===== config.mk =====
export PLATFORM = sky130hd
export DESIGN_NAME = uart_dbg_cmd
export DESIGN_NICKNAME = d
export VERILOG_FILES = /design/src/rtl/uart_dbg_pkg.sv /design/src/rtl/uart_dbg_timeout.sv /design/src/rtl/uart_dbg_cmd.sv
export SDC_FILE = /design/constraint.sdc
export NUM_CORES = 1
export LEC_CHECK = 0
export ABC_AREA = 0
export CORE_MARGIN = 5
export CORE_UTILIZATION = 58
export DETAILED_ROUTE_END_ITERATION = 8
export PLACE_DENSITY = 0.85
export SETUP_SLACK_MARGIN = 0.5
export SYNTH_ARGS = -nofsm -noshare
export SYNTH_HDL_FRONTEND = slang
export SYNTH_HIERARCHICAL = 1
export SYNTH_SLANG_ARGS = --single-unit
export TNS_END_PERCENT = 1

===== constraint.sdc =====
create_clock -name clk -period 6.95 [get_ports clk]
set_input_delay 1.39 -clock clk [delete_from_list [all_inputs] [get_ports clk]]
set_output_delay 1.39 -clock clk [all_outputs]
set_load 0.01 [all_outputs]

===== src/rtl/uart_dbg_pkg.sv =====
// rtl/uart_dbg_pkg.sv - shared types and constants for the debug UART command sequencer
package uart_dbg_pkg;

  typedef enum logic [2:0] {
    S_IDLE,
    S_OPC,
    S_ADDR,
    S_DATA,
    S_CSUM,
    S_EXEC,
    S_RD_WAIT,
    S_RESP
  } state_t;

  localparam logic [7:0] OPC_WR   = 8'h01;
  localparam logic [7:0] OPC_RD   = 8'h02;
  localparam logic [7:0] SYNC_DEF = 8'hA5;
  localparam logic [7:0] ACK_DEF  = 8'h5A;
  localparam logic [7:0] NAK_DEF  = 8'hEE;

endpackage


===== src/rtl/uart_dbg_timeout.sv =====
// rtl/uart_dbg_timeout.sv - restartable cycle timer with a terminal-count pulse
module uart_dbg_timeout #(
  parameter int TO = 2
) (
  input  logic clk,
  input  logic rst,
  input  logic restart,
  input  logic en,
  output logic tc
);

  localparam int W = $clog2(TO + 1);

  logic [W-1:0] cnt;

  // tc fires on the TO-th enabled cycle after the last restart; a restart in that cycle wins
  assign tc = en && !restart && (cnt == W'(TO - 1));

  always_ff @(posedge clk or posedge rst) begin
    if (rst) begin
      cnt <= '0;
    end else if (restart || !en || tc) begin
      cnt <= '0;
    end else begin
      cnt <= cnt + W'(1);
    end
  end

endmodule


===== src/rtl/uart_dbg_cmd.sv =====
// rtl/uart_dbg_cmd.sv - frames UART bytes into debug packets and runs one bus access per packet
module uart_dbg_cmd
  import uart_dbg_pkg::*;
#(
  parameter int         DATA_BYTES = 4,
  parameter logic [7:0] SYNC       = SYNC_DEF,
  parameter logic [7:0] ACK        = ACK_DEF,
  parameter logic [7:0] NAK        = NAK_DEF,
  parameter int         BYTE_TO    = 100000,
  parameter int         RD_TO      = 255
) (
  input  logic                    clk,
  input  logic                    rst,
  input  logic [7:0]              rxd,
  input  logic                    rxv,
  output logic                    wr_en,
  output logic                    rd_en,
  output logic [7:0]              addr,
  output logic [8*DATA_BYTES-1:0] wr_data,
  input  logic                    rd_ack,
  input  logic [8*DATA_BYTES-1:0] rd_data,
  output logic [7:0]              tx_data,
  output logic                    tx_valid,
  input  logic                    tx_ready,
  output logic [7:0]              err_cnt,
  output logic                    busy
);

  localparam int DW = 8 * DATA_BYTES;
  localparam int CW = $clog2(DATA_BYTES + 1);

  state_t        state;
  logic [7:0]    opc;
  logic [7:0]    csum_acc;
  logic [CW-1:0] dcnt;
  logic [CW-1:0] resp_cnt;
  logic [DW-1:0] resp_sh;
  logic [DW-1:0] resp_next;
  logic          byte_en;
  logic          byte_tc;
  logic          rd_tmr_en;
  logic          rd_tc;
  logic          bad_opc;
  logic          csum_bad;
  logic          err_evt;

  assign busy      = (state != S_IDLE);
  assign byte_en   = state inside {S_OPC, S_ADDR, S_DATA, S_CSUM};
  // the rd_en cycle itself neither accepts rd_ack nor counts toward the read timeout
  assign rd_tmr_en = (state == S_RD_WAIT) && !rd_en;
  assign bad_opc   = (opc != OPC_WR) && (opc != OPC_RD);
  assign csum_bad  = (rxd != csum_acc) || bad_opc;
  assign resp_next = resp_sh << 8;

  // every error source in a cycle collapses into a single increment
  assign err_evt = (rxv && (state inside {S_EXEC, S_RD_WAIT, S_RESP}))
                || byte_tc
                || (rd_tc && !rd_ack)
                || ((state == S_CSUM) && rxv && csum_bad);

  uart_dbg_timeout #(.TO(BYTE_TO)) u_byte_to (
    .clk     (clk),
    .rst     (rst),
    .restart (rxv),
    .en      (byte_en),
    .tc      (byte_tc)
  );

  uart_dbg_timeout #(.TO(RD_TO)) u_rd_to (
    .clk     (clk),
    .rst     (rst),
    .restart (1'b0),
    .en      (rd_tmr_en),
    .tc      (rd_tc)
  );

  always_ff @(posedge clk or posedge rst) begin
    if (rst) begin
      state    <= S_IDLE;
      opc      <= '0;
      addr     <= '0;
      csum_acc <= '0;
      dcnt     <= '0;
      wr_data  <= '0;
      resp_sh  <= '0;
      resp_cnt <= '0;
      wr_en    <= 1'b0;
      rd_en    <= 1'b0;
      tx_data  <= '0;
      tx_valid <= 1'b0;
      err_cnt  <= '0;
    end else begin
      wr_en <= 1'b0;
      rd_en <= 1'b0;
      if (err_evt && (err_cnt != 8'hFF)) err_cnt <= err_cnt + 8'd1;

      case (state)
        S_IDLE: begin
          if (rxv && (rxd == SYNC)) state <= S_OPC;
        end
        S_OPC: begin
          if (rxv) begin
            opc      <= rxd;
            csum_acc <= rxd;
            state    <= S_ADDR;
          end else if (byte_tc) begin
            state <= S_IDLE;
          end
        end
        S_ADDR: begin
          if (rxv) begin
            addr     <= rxd;
            csum_acc <= csum_acc ^ rxd;
            dcnt     <= '0;
            state    <= (opc == OPC_WR) ? S_DATA : S_CSUM;
          end else if (byte_tc) begin
            state <= S_IDLE;
          end
        end
        S_DATA: begin
          if (rxv) begin
            wr_data  <= (wr_data << 8) | DW'(rxd);
            csum_acc <= csum_acc ^ rxd;
            dcnt     <= dcnt + CW'(1);
            if (dcnt == CW'(DATA_BYTES - 1)) state <= S_CSUM;
          end else if (byte_tc) begin
            state <= S_IDLE;
          end
        end
        S_CSUM: begin
          if (rxv) begin
            if (csum_bad) begin
              resp_sh  <= DW'(NAK) << (DW - 8);
              resp_cnt <= CW'(1);
              state    <= S_RESP;
            end else begin
              state <= S_EXEC;
            end
          end else if (byte_tc) begin
            state <= S_IDLE;
          end
        end
        S_EXEC: begin
          if (opc == OPC_WR) begin
            wr_en    <= 1'b1;
            resp_sh  <= DW'(ACK) << (DW - 8);
            resp_cnt <= CW'(1);
            state    <= S_RESP;
          end else begin
            rd_en <= 1'b1;
            state <= S_RD_WAIT;
          end
        end
        S_RD_WAIT: begin
          if (rd_ack && !rd_en) begin
            resp_sh  <= rd_data;
            resp_cnt <= CW'(DATA_BYTES);
            state    <= S_RESP;
          end else if (rd_tc) begin
            resp_sh  <= DW'(NAK) << (DW - 8);
            resp_cnt <= CW'(1);
            state    <= S_RESP;
          end
        end
        S_RESP: begin
          if (!tx_valid) begin
            tx_valid <= 1'b1;
            tx_data  <= resp_sh[DW-1 -: 8];
          end else if (tx_ready) begin
            if (resp_cnt == CW'(1)) begin
              tx_valid <= 1'b0;
              state    <= S_IDLE;
            end else begin
              resp_sh  <= resp_next;
              resp_cnt <= resp_cnt - CW'(1);
              tx_data  <= resp_next[DW-1 -: 8];
            end
          end
        end
        default: state <= S_IDLE;
      endcase
    end
  end

endmodule


==> impl.org <==
** Route
- Number of search-and-repair iterations in the first detailed-routing pass :: 5
- After detailed routing, the number of vias per cell comes to around 5.8.
- DRC errors left :: 0
- For this block, the via count after detailed routing is 5341.
- After the first detailed-routing iteration, the DRC count stood at between 400 and 500.
- For this block, the routed nets add up to roughly 16 mm of wire.
- After detailed routing, the average wire length per cell comes to 16.9 um.
- Antenna-violating nets left :: 0

** Clock network
- Clk Latency, worst-skew pair :: between 400 and 500 ps
- TritonCTS created 17 clock buffers.
- Total clock sinks :: about 140
- The H-tree was split into 4 levels.
- Number of instances resized during post-cts repair :: 0
- In this run the clock root is driven by a sky130_fd_sc_hd__clkbuf_16.
- Clock-pin slew was measured on the worst setup and hold paths at ~60 ps.
- Number of post-CTS setup repair buffers :: 0
- TritonCTS clock tree :: built
- Worst-case clock buffer depth :: 2
- The number of hold buffers added after CTS was 0.

** Worst setup path
- Among all stages on the critical path, the largest delay is contributed by sky130_fd_sc_hd__clkdlybuf4s50_1.
- Worst path bufs/invs :: 2
- Data on the critical path is required at its endpoint by about 7200 ps.
- Startpoint-to-endpoint class of the critical path :: in2reg
- Along the worst path, the maximum fanout reaches 35.
- Critical path capture point type :: flop
- Broken down by cell family, the worst path's largest delay share belongs to buffers and inverters.
- Launching element type of the critical path :: input pin
- On the worst path, the slowest cell contributes a delay of roughly 510 ps.
- Arrival time of data at the critical path endpoint :: slightly below 4000 ps
- Critical path, cell by cell :: clkdlybuf4s50_1, xor2_1, nor4_1, nand4_1, o311ai_4, buf_4, mux2_2

** Placement
- After detailed placement, the total cell area comes to around 7800 sq um.
- In this run, placement finished with an instance count of 890.
- OpenSTA, run right after detailed placement, puts the worst setup slack at 2950 ps.
- The congestion estimate from routability-driven global placement came to approximately 0.92.
- In this run the tool buffered the top-level ports with between 100 and 150 buffer cells.
- Sum of net half-perimeters after detailed placement :: roughly 11 mm

** STA
- Crit path time final :: 3600 ps
- Summed over all failing endpoints, the final setup total negative slack is 0 ps.
- Count of final max-slew check failures :: 0
- On the final layout, the worst clock skew is roughly 8.7 ps.
- Measured slew at the worst slew-check pin :: between 1000 and 1500 ps
- Final setup slack of the worst path :: roughly 3300 ps
- Timing would allow up to about 280 MHz.
- Total count of hold-check failures in the final report :: 0
- Setup repair after global routing missed its margin :: no
- In this run the tightest slew margin relative to its limit is 31.6%.
- Fin crit share :: about half
- Setup violations remaining at the end of the flow were counted as 0.

** Finish
- Fill cells in the final layout number around 780.
- Relative to the synthesized area, the layout overhead comes to 25.8%.
- Final Cell Area :: roughly 8400 sq um
- Number of nets in the final layout :: between 800 and 900
- 0 antenna diodes ended up in the layout.
- Share of post-route cells with drive strength above 1 :: a little over a tenth
- The finished layout holds just over 900 standard cells, fillers aside.

** Global route
- For this run the aggregate overflow at the end of global routing stands at 0.
- Global routing usage summed across all routing layers :: 24.1%
- The number of antenna violations at the first check in global routing came to 0.
- The via count of the first global-routing pass came to between 5000 and 6000.
- Maximum number of pins on one net before global-route repair :: 85
- Global-route wire length before repair :: 26.2 mm

** Synthesis
- Yosys printed 6 warnings.
- After synthesis, flip-flops and latches occupy approximately 53% of the total area.
- Number of flip-flops and latches in the synthesized netlist :: 141
- The top cell type by area accounts for between 50% and 60% of the synthesized area.
- Of all flip-flops after synthesis, the portion carrying an async set or reset was 100%.
- Summing every instance area after synthesis gives roughly 6700 sq um.
- Mean area per synthesized cell :: ~10 sq um
- Number of flops mapped to enable cells by yosys :: 0
- Cell taking the most area after synthesis :: sky130_fd_sc_hd__dfrtp_1
- Among all flip-flop cells after synthesis, the most frequent one is sky130_fd_sc_hd__dfrtp_1.
- Post-synth net total :: approximately 720
- Cell types occupying the most area after synthesis :: sky130_fd_sc_hd__dfrtp_1, sky130_fd_sc_hd__nand2_1, sky130_fd_sc_hd__mux2_2
- The synthesized netlist contains 57 unique library cells.
- Cell count after synthesis :: approximately 670

** Power
- In this run the static leakage power is roughly 3.7 nW.
- The worst-case IR drop observed on VDD is about 0.22 mV.
- Total power density per cell area :: ~360 nW/um^2

** Floorplanning
- Std-Cell Core Area :: 11400 sq um
- Once the floorplan was initialized, standard cells occupied approximately 59% of the core.
- The floorplan step defined a die boundary enclosing 13700 sq um.
- In this run the vertical extent of the chip is between 100 and 150 um.
- 105 I/O pins were placed.
- Site Rows :: 39
- Width of the die :: 117 um

** Worst hold path
- The tightest min-delay check is of the reg2reg type.

** Outcome
- Run status :: complete, no violations

** Job
- Max-cap violations in this run came to 0.
==> through the flow <==
| stage | utilization, % | power [W] | hold slack, ps |
|---|---|---|---|
| finish | 73.8 | 0.00302 | 480 |
| global route | 73.8 | 0.00319 | 510 |
| CTS | 73.8 | 0.00304 | 485 |
| detailed placement | 68.6 | 0.00212 | 464 |
| global placement | 68.6 | 0.00207 | 457 |
| floorplan | - | 0.00168 | 443 |
==> kinds of logic (layout without fill, tap and decap cells) <==
family / Yosys count / after routing / share of synthesized area [%]
adders and majority gates: 8 / 8 / 1.50
buffers and inverters: 42 / 154 / 2.83
DFF: 141 / 141 / 52.9
other: 1 / 1 / 0.0562
AOI/OAI and AO/OA: 86 / 86 / 9.15
muxes: 42 / 42 / 6.92
and+or+nand+nor: 306 / 306 / 21.4
xor gates and xnor gates: 40 / 40 / 5.25
==> final timing paths <==
| kind | from | endpoint | slack [ps] | depth (start not counted) |
|---|---|---|---|---|
| worst min-delay path | opc[6] | opc[6] | 480 | 2 |
| worst max register to register | state[0] | resp_sh[21] | 3710 | 9 |
| worst max-delay path | rxd[7] | resp_sh[21] | 3350 | 7 |
| max in group asynchronous | rst | wr_data[13] | 4150 | 3 |
| worst min register to register | opc[6] | opc[6] | 480 | 2 |
| min in group asynchronous | rst | u_rd_to/cnt[3] | 1400 | 2 |
==> report_power, final <==
group | leakage (nW) | total, W | internal [W] | switching, W
registers | 1.84 | 0.00127 | 0.00105 | 0.000214
logic | 1.62 | 0.000843 | 0.000461 | 0.000382
clock network | 0.286 | 0.000905 | 0.000564 | 0.000341
total | 3.75 | 0.00302 | 0.00208 | 0.000937
==> area by class of cell <==
type | instances | area [sq um] | share of cell area [%]
inverters | 14 | 55.1 | 0.656
clock buffers | 18 | 429 | 5.11
well taps | 143 | 179 | 2.13
flip-flops and latches | 141 | 3530 | 42.0
multi-input cells | 483 | 2960 | 35.2
clock inverters | 13 | 168 | 2.00
repair buffers | 109 | 1080 | 12.8
==> flip-flops by register name (all words and copies together), names as in the netlist, 8 cells and up <==
signal	cells
resp_sh	32
wr_data	32
u_byte_to/cnt	17
addr	8
csum_acc	8
err_cnt	8
opc	8
tx_data	8
u_rd_to/cnt	8
==> cell usage after synthesis, types with 13 or more instances <==
cell type and n:
sky130_fd_sc_hd__clkbuf_1 20, sky130_fd_sc_hd__xor2_1 23, sky130_fd_sc_hd__mux2_2 33, sky130_fd_sc_hd__a21oi_1 21, sky130_fd_sc_hd__nor2_1 46, sky130_fd_sc_hd__nand2_1 164, sky130_fd_sc_hd__o21ai_0 20, sky130_fd_sc_hd__xnor2_1 17
sky130_fd_sc_hd__a22o_1 26, sky130_fd_sc_hd__nor3_1 13, sky130_fd_sc_hd__dfrtp_1 141, sky130_fd_sc_hd__nand3_1 20, sky130_fd_sc_hd__inv_1 14
==> worst register-to-register path, cell delays in order (launching register included) <==
cell	delay (ps)
sky130_fd_sc_hd__dfrtp_1	790
sky130_fd_sc_hd__inv_1	320
sky130_fd_sc_hd__nand3_1	260
sky130_fd_sc_hd__nor2_1	80
sky130_fd_sc_hd__nand2b_1	160
sky130_fd_sc_hd__nor3_1	110
sky130_fd_sc_hd__or3_1	470
sky130_fd_sc_hd__o311ai_4	110
sky130_fd_sc_hd__buf_4	420
sky130_fd_sc_hd__mux2_2	410
==> cell usage in the layout (no fill, tap or decap), types with 5 or more instances in the layout <==
cell type,instances
sky130_fd_sc_hd__nand3_1,20
sky130_fd_sc_hd__xnor2_1,17
sky130_fd_sc_hd__xor2_1,23
sky130_fd_sc_hd__ha_1,8
sky130_fd_sc_hd__mux2_2,33
sky130_fd_sc_hd__dfrtp_1,141
sky130_fd_sc_hd__nand2b_1,7
sky130_fd_sc_hd__clkbuf_16,17
sky130_fd_sc_hd__a22o_1,26
sky130_fd_sc_hd__nand2_1,164
sky130_fd_sc_hd__mux2i_1,9
sky130_fd_sc_hd__nor3_1,13
sky130_fd_sc_hd__nand4_1,11
sky130_fd_sc_hd__buf_4,5
sky130_fd_sc_hd__a21oi_1,21
sky130_fd_sc_hd__o21ai_0,20
sky130_fd_sc_hd__inv_1,13
sky130_fd_sc_hd__clkdlybuf4s50_1,104
sky130_fd_sc_hd__clkinv_4,5
sky130_fd_sc_hd__nor2_1,45
sky130_fd_sc_hd__or3_1,8
==> layer usage <==
layer	global-route usage, %	share of wire [%]
met1	31.6	41
met2	40.5	52
met3	4.68	5.9
met4	7.95	1.8
met5	0	0
Note: power is estimated with default switching activity, not from simulation.
